**src/rtl/monitor_eval_scheduler_pkg.sv**
```systemverilog
// Shared definitions for the monitor evaluation scheduler.
//   DATA_W_DEF / TIME_W_DEF / N_PER_DEF : default payload, timestamp and
//                                         periodic-stream counts
//   MASK_IN / MASK_PER_BASE             : bit positions inside a slot mask
//   slot_rec_t                          : one evaluation slot {mask, data, time}
package monitor_eval_scheduler_pkg;

  localparam int DATA_W_DEF    = 64;
  localparam int TIME_W_DEF    = 32;
  localparam int N_PER_DEF     = 2;

  localparam int MASK_IN       = 0;
  localparam int MASK_PER_BASE = 1;

  typedef struct packed {
    logic [N_PER_DEF:0]            mask;
    logic signed [DATA_W_DEF-1:0]  data;
    logic [TIME_W_DEF-1:0]         ts;
  } slot_rec_t;

endpackage

```
**src/rtl/monitor_eval_scheduler_event_fifo.sv**
```systemverilog
// Synchronous FIFO buffering timestamped input events.
//   clk_i, rst_i : clock, synchronous active-high reset
//   push_i       : write wdata_i (honoured when not full, or when a pop
//                  frees a slot in the same cycle)
//   pop_i        : drop the head entry (ignored when empty)
//   rdata_o      : head entry, valid while !empty_o
//   full_o       : registered full flag
//   empty_o      : registered empty flag
//   level_o      : occupancy
module event_fifo #(
  parameter int WIDTH = 96,
  parameter int DEPTH = 4
) (
  input  logic                    clk_i,
  input  logic                    rst_i,
  input  logic                    push_i,
  input  logic [WIDTH-1:0]        wdata_i,
  input  logic                    pop_i,
  output logic [WIDTH-1:0]        rdata_o,
  output logic                    full_o,
  output logic                    empty_o,
  output logic [$clog2(DEPTH):0]  level_o
);

  localparam int AW = $clog2(DEPTH);

  logic [WIDTH-1:0] mem_q [DEPTH];
  logic [AW-1:0]    wr_ptr_q, rd_ptr_q;
  logic [AW:0]      level_q, level_d;
  logic             full_q, empty_q;
  logic             do_push, do_pop;

  always_comb begin
    do_pop  = pop_i && !empty_q;
    do_push = push_i && (!full_q || do_pop);
    level_d = level_q;
    if (do_push && !do_pop) begin
      level_d = level_q + (AW+1)'(1);
    end else if (do_pop && !do_push) begin
      level_d = level_q - (AW+1)'(1);
    end
  end

  // Flags come from the next level so they are registered yet exact.
  always_ff @(posedge clk_i) begin
    if (rst_i) begin
      wr_ptr_q <= '0;
      rd_ptr_q <= '0;
      level_q  <= '0;
      full_q   <= 1'b0;
      empty_q  <= 1'b1;
    end else begin
      if (do_push) wr_ptr_q <= wr_ptr_q + AW'(1);
      if (do_pop)  rd_ptr_q <= rd_ptr_q + AW'(1);
      level_q <= level_d;
      full_q  <= (level_d == (AW+1)'(DEPTH));
      empty_q <= (level_d == '0);
    end
  end

  always_ff @(posedge clk_i) begin
    if (do_push) mem_q[wr_ptr_q] <= wdata_i;
  end

  assign rdata_o = mem_q[rd_ptr_q];
  assign full_o  = full_q;
  assign empty_o = empty_q;
  assign level_o = level_q;

endmodule

```
**src/rtl/monitor_eval_scheduler.sv**
```systemverilog
// Evaluation scheduler for the stream-monitor datapath.
// Buffers timestamped input events, generates periodic pacing ticks and
// issues one evaluation slot at a time to the evaluator.
//   clk, rst              : clock, synchronous active-high reset
//   en                    : global enable, all state holds while low
//   in_valid/in_data      : input event offer (accepted with in_ready)
//   in_ready              : event buffer not full (registered flag)
//   slot_valid/slot_ready : slot handshake toward the evaluator
//   slot_mask             : bit0 input stream, bit k+1 periodic stream k
//   slot_data/slot_time   : payload (0 if no input) and slot timestamp
//   miss_flag/miss_count  : sticky lost-tick flag, saturating count
//   fifo_level            : event buffer occupancy
module monitor_eval_scheduler
  import monitor_eval_scheduler_pkg::*;
#(
  parameter int                      DATA_W     = DATA_W_DEF,
  parameter int                      TIME_W     = TIME_W_DEF,
  parameter int                      N_PER      = N_PER_DEF,
  parameter logic [N_PER*TIME_W-1:0] PERIODS    = {32'd1000, 32'd500},
  parameter int                      FIFO_DEPTH = 4
) (
  input  logic                           clk,
  input  logic                           rst,
  input  logic                           en,
  input  logic                           in_valid,
  input  logic signed [DATA_W-1:0]       in_data,
  output logic                           in_ready,
  output logic                           slot_valid,
  input  logic                           slot_ready,
  output logic [N_PER:0]                 slot_mask,
  output logic signed [DATA_W-1:0]       slot_data,
  output logic [TIME_W-1:0]              slot_time,
  output logic                           miss_flag,
  output logic [7:0]                     miss_count,
  output logic [$clog2(FIFO_DEPTH):0]    fifo_level
);

  typedef struct packed {
    logic signed [DATA_W-1:0] data;
    logic [TIME_W-1:0]        ts;
  } ev_t;

  typedef enum logic {S_IDLE, S_OFFER} state_t;

  function automatic logic [TIME_W-1:0] period_of(input int k);
    return PERIODS[k*TIME_W +: TIME_W];
  endfunction

  function automatic logic [7:0] sat_add8(input logic [7:0] a, input int b);
    logic [8:0] s;
    if (b >= 255) return 8'hFF;
    s = {1'b0, a} + 9'(b);
    return s[8] ? 8'hFF : s[7:0];
  endfunction

  logic [TIME_W-1:0]       time_q;
  logic [TIME_W-1:0]       pcnt_q [N_PER];
  logic [N_PER-1:0]        pend_q, pend_d, tick, lost;
  logic                    miss_flag_q;
  logic [7:0]              miss_cnt_q, miss_cnt_d;
  state_t                  state_q;
  logic                    slot_valid_q;
  logic [N_PER:0]          slot_mask_q, mask_d;
  logic signed [DATA_W-1:0] slot_data_q;
  logic [TIME_W-1:0]       slot_time_q;

  ev_t                     head, wr_ev;
  logic [$bits(ev_t)-1:0]  fifo_rdata;
  logic                    fifo_full, fifo_empty, fifo_push, fifo_pop;
  logic                    hs, load;

  assign in_ready  = !rst && !fifo_full;
  assign fifo_push = en && in_valid && in_ready;
  assign wr_ev     = '{data: in_data, ts: time_q};

  event_fifo #(
    .WIDTH ($bits(ev_t)),
    .DEPTH (FIFO_DEPTH)
  ) u_fifo (
    .clk_i   (clk),
    .rst_i   (rst),
    .push_i  (fifo_push),
    .wdata_i (wr_ev),
    .pop_i   (fifo_pop),
    .rdata_o (fifo_rdata),
    .full_o  (fifo_full),
    .empty_o (fifo_empty),
    .level_o (fifo_level)
  );

  always_comb begin
    head = ev_t'(fifo_rdata);
    hs   = en && (state_q == S_OFFER) && slot_ready;
    // A slot is (re)loaded from IDLE or in the cycle the current one is taken.
    load = en && (!fifo_empty || (pend_q != '0)) && ((state_q == S_IDLE) || hs);
    fifo_pop = load && !fifo_empty;
    for (int k = 0; k < N_PER; k++) begin
      tick[k] = en && (pcnt_q[k] == period_of(k) - TIME_W'(1));
    end
    // A load captures every pending bit, so a tick then only re-arms.
    lost       = tick & pend_q & ~{N_PER{load}};
    pend_d     = (load ? '0 : pend_q) | tick;
    miss_cnt_d = sat_add8(miss_cnt_q, $countones(lost));
    mask_d                          = '0;
    mask_d[MASK_IN]                 = !fifo_empty;
    mask_d[MASK_PER_BASE +: N_PER]  = pend_q;
  end

  // Time base, pacing counters and lost-tick accounting
  always_ff @(posedge clk) begin
    if (rst) begin
      time_q      <= '0;
      for (int k = 0; k < N_PER; k++) pcnt_q[k] <= '0;
      pend_q      <= '0;
      miss_flag_q <= 1'b0;
      miss_cnt_q  <= '0;
    end else if (en) begin
      time_q <= time_q + TIME_W'(1);
      for (int k = 0; k < N_PER; k++) begin
        pcnt_q[k] <= tick[k] ? '0 : pcnt_q[k] + TIME_W'(1);
      end
      pend_q <= pend_d;
      if (lost != '0) begin
        miss_flag_q <= 1'b1;
        miss_cnt_q  <= miss_cnt_d;
      end
    end
  end

  // Slot register and offer state machine
  always_ff @(posedge clk) begin
    if (rst) begin
      state_q      <= S_IDLE;
      slot_valid_q <= 1'b0;
      slot_mask_q  <= '0;
      slot_data_q  <= '0;
      slot_time_q  <= '0;
    end else if (load) begin
      state_q      <= S_OFFER;
      slot_valid_q <= 1'b1;
      slot_mask_q  <= mask_d;
      slot_data_q  <= fifo_empty ? '0 : head.data;
      slot_time_q  <= fifo_empty ? time_q : head.ts;
    end else if (hs) begin
      state_q      <= S_IDLE;
      slot_valid_q <= 1'b0;
    end
  end

  assign slot_valid = slot_valid_q;
  assign slot_mask  = slot_mask_q;
  assign slot_data  = slot_data_q;
  assign slot_time  = slot_time_q;
  assign miss_flag  = miss_flag_q;
  assign miss_count = miss_cnt_q;

endmodule
```
**config.mk**
```make
export PLATFORM = sky130hd
export DESIGN_NAME = monitor_eval_scheduler
export DESIGN_NICKNAME = d
export VERILOG_FILES = /design/src/rtl/monitor_eval_scheduler_pkg.sv /design/src/rtl/monitor_eval_scheduler_event_fifo.sv /design/src/rtl/monitor_eval_scheduler.sv
export SDC_FILE = /design/constraint.sdc
export NUM_CORES = 1
export LEC_CHECK = 0
export ABC_AREA = 1
export CELL_PAD_IN_SITES_DETAIL_PLACEMENT = 1
export CELL_PAD_IN_SITES_GLOBAL_PLACEMENT = 2
export CORE_MARGIN = 5
export CORE_UTILIZATION = 35
export CTS_CLUSTER_DIAMETER = 60
export DETAILED_ROUTE_END_ITERATION = 8
export GPL_TIMING_DRIVEN = 0
export PLACE_DENSITY = 0.86
export REMOVE_ABC_BUFFERS = 1
export SLEW_MARGIN = 10
export SYNTH_ARGS = -nofsm -noshare
export SYNTH_HDL_FRONTEND = slang
export SYNTH_SLANG_ARGS = --single-unit
```
**constraint.sdc**
```tcl
create_clock -name clk -period 6.5 [get_ports clk]
set_input_delay 1.625 -clock clk [delete_from_list [all_inputs] [get_ports clk]]
set_output_delay 1.625 -clock clk [all_outputs]
set_load 0.02 [all_outputs]
```
==> impl_metrics.ini <==
[worst_hold_path]
min_from = slot_data[25]
hold_class = reg -> reg

[power_and_ir_drop]
combPwrFrac = 0.156
p_clk_frac = 0.399
p_sw_mw = 2.80
switching_share = 0.277
power_density_mw_per_mm2 = 332
vdd_drop_max_uv = 185
power_frac_seq = 0.445
intPower_mw = 7.28
leakagePower_nw = 9.96

[cts]
ctsResizeCount = 0
postCtsHoldBufs = 0
cts_buffers = 72
cts_tree = yes
clkSinkCount = 602
clock_latency_ns = 0.60
htree_num_levels = 3
postCtsSetupBuffers = 0
max-clock-path-buffers = 3
cts_root_buf = clkbuf_16
clk_pin_slew_ns = 0.06

[finish]
drive_gt1_frac = 0.0744
fillers = 7549
final_cells = 3523
area_delta_synth_final_pct = 22.6
fin_util = 0.433
final_nets = 2605
final_area_mm2 = 0.0303

[placed_design]
dpl-instance-area_mm2 = 0.0279
dp.cells = 3388
numPortBuffers = 181
hpwlAfterDp_um = 44300
gp_congestion = 0.848

[global_routing]
grt_start_max_net_pins = 145
antenna_found_initial = 2
grt_pass1_vias = 19900
track_usage = 0.182
grt_pass1_wl_um = 109000
overflow = 0

[synth]
ys_seq_area_frac = 0.668
syn_inst = 2355
netlist_area_mm2 = 0.0247
yosys-top-cells-count = edfxtp_1 (448), nand2_1 (406), nor2_1 (356), o21ai_0 (225), a21oi_1 (193)
synth_edf_count = 448
avgSynthCellArea_um2 = 10.5
yosysTopAreaCell = edfxtp_1
synth_top_area_share = 0.544
synthArstFlopShare = 0
synth_cell_types = 42
ys_ff_latch = 602
post_synth_main_area_contributors = edfxtp_1 (54%), dfxtp_1 (12%), nand2_1 (6.2%), nor2_1 (5.4%), o21ai_0 (4.6%)
synth.most_common_cell = edfxtp_1
ys.flop_type = edfxtp_1
yosys_warnings = 0

[critical_path]
critPathBufInv = 5
cp-start-kind = primary input
worst_path_max_delay_cell = clkdlybuf4s50_1
path_class = in -> reg
path_cells = clkdlybuf4s50_1 -> a21oi_1 -> nor2_4 -> inv_6 -> nand2_1 -> nor2_1 -> ha_1 -> ha_1 -> inv_1 -> fa_1 -> nor2_1 -> nand2_1 -> nor2_1 -> inv_1 -> nand2_1 -> nand2_1 -> inv_1
crit_top_cell = nand2_1
cp_max_fo = 51
r2r_start = u_fifo.empty_o
cp_top_family = simple AND/OR/NAND/NOR gates
critPathMaxStageDelay_ns = 1.06
startpoint = en
cp_data_arrival_time_ns = 6.41
cp.required_ns = 7.04
crit_path_end_kind = flop

[die]
start_util = 0.353
core_area_mm2 = 0.0700
die_area_mm2 = 0.0761
ios = 182
die_h_um = 276
die_w_um = 276
rows = 97

[detailed_routing]
drc = 0
drtIter0Drc = 1045
post_drt_wl_per_cell_um = 20.0
vias_per_cell = 5.17
vias = 18200
dr.pass1.iters = 5
antenna_left = 0
wl_um = 70600

[sta]
max-slew-margin-rel = 0.189
final_max_slew_viol_count = 0
max_slew.worst_pin.slew_ns = 1.21
clock_skew_ns = 0.0229
hold_slack_ns = 0.464
hold_violations = 0
rsz0062_at_grt = false
setup_violations = 0
min_period_ns = 5.87
max_freq_ghz = 0.170
final.period_utilization = 0.903

[status]
status = completed

[run]
drv_cap = 0
==> routing by layer <==
metal | part of all wire | global-route usage
met1 | 0.43 | 0.220
met2 | 0.51 | 0.333
met3 | 0.041 | 0.0305
met4 | 0.023 | 0.0559
met5 | 0.00018 | 0
==> power by group through the flow <==
stage	registers (mW)	clock network (mW)	logic, mW
floorplan	4.71	0	0.639
global route	4.52	4.32	1.71
CTS	4.49	4.14	1.60
global placement	4.66	0	1.40
detailed placement	4.57	0	1.58
finish	4.49	4.02	1.57
==> logic make-up (layout without fill, tap and decap cells) <==
group           after synthesis  count (layout)  synth area share
simple gates                930             930             0.157
flops                       602             602             0.668
compound gates              538             538             0.115
buf+inv                     236             463            0.0405
xor+xnor                     35              35            0.0124
fa+ha+maj                    14              14           0.00738
other cells                   0               1                 0
==> worst min-delay path, delay by kind of cell (launching register included) <==
family | cells | cell delay, ns
DFF | 1 | 0.31
and+or+nand+nor | 1 | 0.06
AOI/OAI and AO/OA | 1 | 0.05
==> per-stage QoR <==
step	worst slack, ns	total power [mW]	setup TNS [ns]
after floorplan	-0.0541	5.34	-20.77
after global placement	-8.30	6.06	-4283.89
after detailed placement	-0.0271	6.15	-0.0271
after CTS	0.615	10.2	0
after global routing	0.203	10.5	0
final	0.632	10.1	0
==> layout make-up <==
| type | count | area [µm²] | area share |
|---|---|---|---|
| multi-input cells | 1517 | 7250 | 0.239 |
| diodes | 1 | 2.50 | 0.0000825 |
| repair buffers | 210 | 2490 | 0.0821 |
| flip-flops and latches | 602 | 16500 | 0.545 |
| clock inverters | 34 | 354 | 0.0117 |
| well taps | 940 | 1180 | 0.0388 |
| clock buffers | 100 | 2060 | 0.0679 |
| inverters | 119 | 469 | 0.0155 |
==> cell usage in the layout, fill, tap and decap left out, types with 15 or more instances in the layout <==
cell / synthesis / final
nor2_1: 356 / 352
edfxtp_1: 448 / 448
o22ai_1: 96 / 96
xor2_1: 25 / 25
clkbuf_1: 60 / 16
nor3_1: 40 / 40
a21oi_1: 193 / 193
nand2_1: 406 / 404
nand4_1: 22 / 22
clkbuf_16: 0 / 75
clkdlybuf4s50_1: 0 / 180
inv_1: 110 / 108
nand3_1: 53 / 53
buf_12: 0 / 16
dfxtp_1: 154 / 151
o21ai_0: 225 / 225
o21ai_1: 15 / 15
==> flip-flops by register name, summed over array words and instances (netlist names), named ones only <==
name / count
slot_data: 64
time_q: 32
slot_mask: 3
miss_count: 8
u_fifo.empty_o: 1
slot_time: 32
u_fifo.rd_ptr_q: 2
u_fifo.wr_ptr_q: 2
slot_valid: 1
pend_q: 2
u_fifo.full_o: 1
u_fifo.level_o: 3
miss_flag: 1
pcnt_q: 64
u_fifo.mem_q: 384
==> final timing paths <==
kind                        end  slack [ns]  cells past startpoint
hold / removal    slot_data[25]        0.46                      2
hold reg to reg   slot_data[25]        0.46                      2
setup reg to reg  miss_count[3]        2.13                     18
setup / recovery  miss_count[3]        0.63                     17
Power figures use the tool's default switching activity.
==> patch (config.mk and constraints unchanged) <==
`DATA_W_DEF`: 64 -> 68.
--- a/src/rtl/monitor_eval_scheduler_pkg.sv
+++ b/src/rtl/monitor_eval_scheduler_pkg.sv
@@ -7,3 +7,3 @@
 
-  localparam int DATA_W_DEF    = 64;
+  localparam int DATA_W_DEF    = 68;
   localparam int TIME_W_DEF    = 32;
Ports: changed (resized in_data and slot_data); port bits go from 182 to 190. No check against the original RTL was run, so the function may have changed too.
==> patch against the unedited design <==
Critical path depth did not move; register-to-register slack improved by 190 ps; clock power rose by 3%; sequential cell count rose by 20; die area rose by 2.9%; critical path type unchanged; total power rose by 3.5%; routed wire length rose by 3.0%; sequential share of layout area rose by 0.24 points; non-clock buffer count rose by 9; design area rose by 2.9%; setup slack improved by 2.6 ps; synthesized area rose by 3.0%; hold slack got worse by 1.7 ps.
==> patch: results (changes against the unedited design) <==
stage,metric,value,unit,change
placed_design,place_inst,3447,,+1.7%
drt,via_count,18600,,+1.9%
sta,fin_crit,5860,ps,-2.58 ps
grt,grt_start_max_net_pins,143,,-1.4%
worst_setup_path,rrSetupSlack,2320,ps,+190 ps
yosys,synth_edf_count,464,,+3.6%
placed_design,port_buffers,189,,+4.4%
hold_path,hp-start,slot_data[53]$_SDFFE_PP0P_,,
yosys,ys_seq_area_frac,0.671,,+0.00270
cells_and_area,drive_above_1_share,0.0802,,+0.00579
pwr,p_sw,2.87,mW,+2.8%
placed_design,gp_congestion,0.840,,-0.90%
yosys,ys_types,49,,+17%
drt,routed_wl,72700,um,+3.0%
cells_and_area,multiInputGateArea,7440,um2,+2.6%
sta,skew,26.4,ps,+3.44 ps
placed_design,dpl_cell_area,28800,um2,+3.1%
pwr,vdd_drop_max,0.000214,V,+15%
worst_setup_path,slowest_delay,1220,ps,+160 ps
yosys,synth.cells.most_frequent,"464 x edfxtp_1, 385 x nand2_1, 355 x nor2_1",,
placed_design,place_ws,-105,ps,-77.5 ps
pwr,comb_power,1.64,mW,+4%
yosys,synthXorXnorAreaFrac,0.00997,,-0.00242
drt,drtIter0Drc,940,,-10%
sta,holdWs,462,ps,-1.66 ps
pwr,clock_power,4.16,mW,+3%
status,status,finished clean,,
[patch: cell count changes in the layout (fill, tap and decap cells not counted), sizes merged, moves of 7 or more]
cell,unedited run,this run
o21ai,240,255
nand2,408,390
nor3,46,34
clkdlybuf4s50,180,188
edfxtp,448,464
a21oi,193,201
nor2,368,375
nand4,22,29
[patch: per-layer routing]
| layer | wire length (um) | global-route usage |
|---|---|---|
| met5 | 0 | 0 |
| met2 | 36900 | 0.328 |
| met3 | 3040 | 0.0292 |
| met4 | 1540 | 0.0505 |
| met1 | 31100 | 0.224 |
[patch: layout make-up]
| class | instances | area share |
|---|---|---|
| multi-input cells | 1530 | 0.238 |
| clock buffers | 96 | 0.0632 |
| flip-flops and latches | 622 | 0.548 |
| diodes | 1 | 0.0000801 |
| repair buffers | 219 | 0.0825 |
| clock inverters | 36 | 0.0151 |
| inverters | 117 | 0.0150 |
| well taps | 959 | 0.0384 |
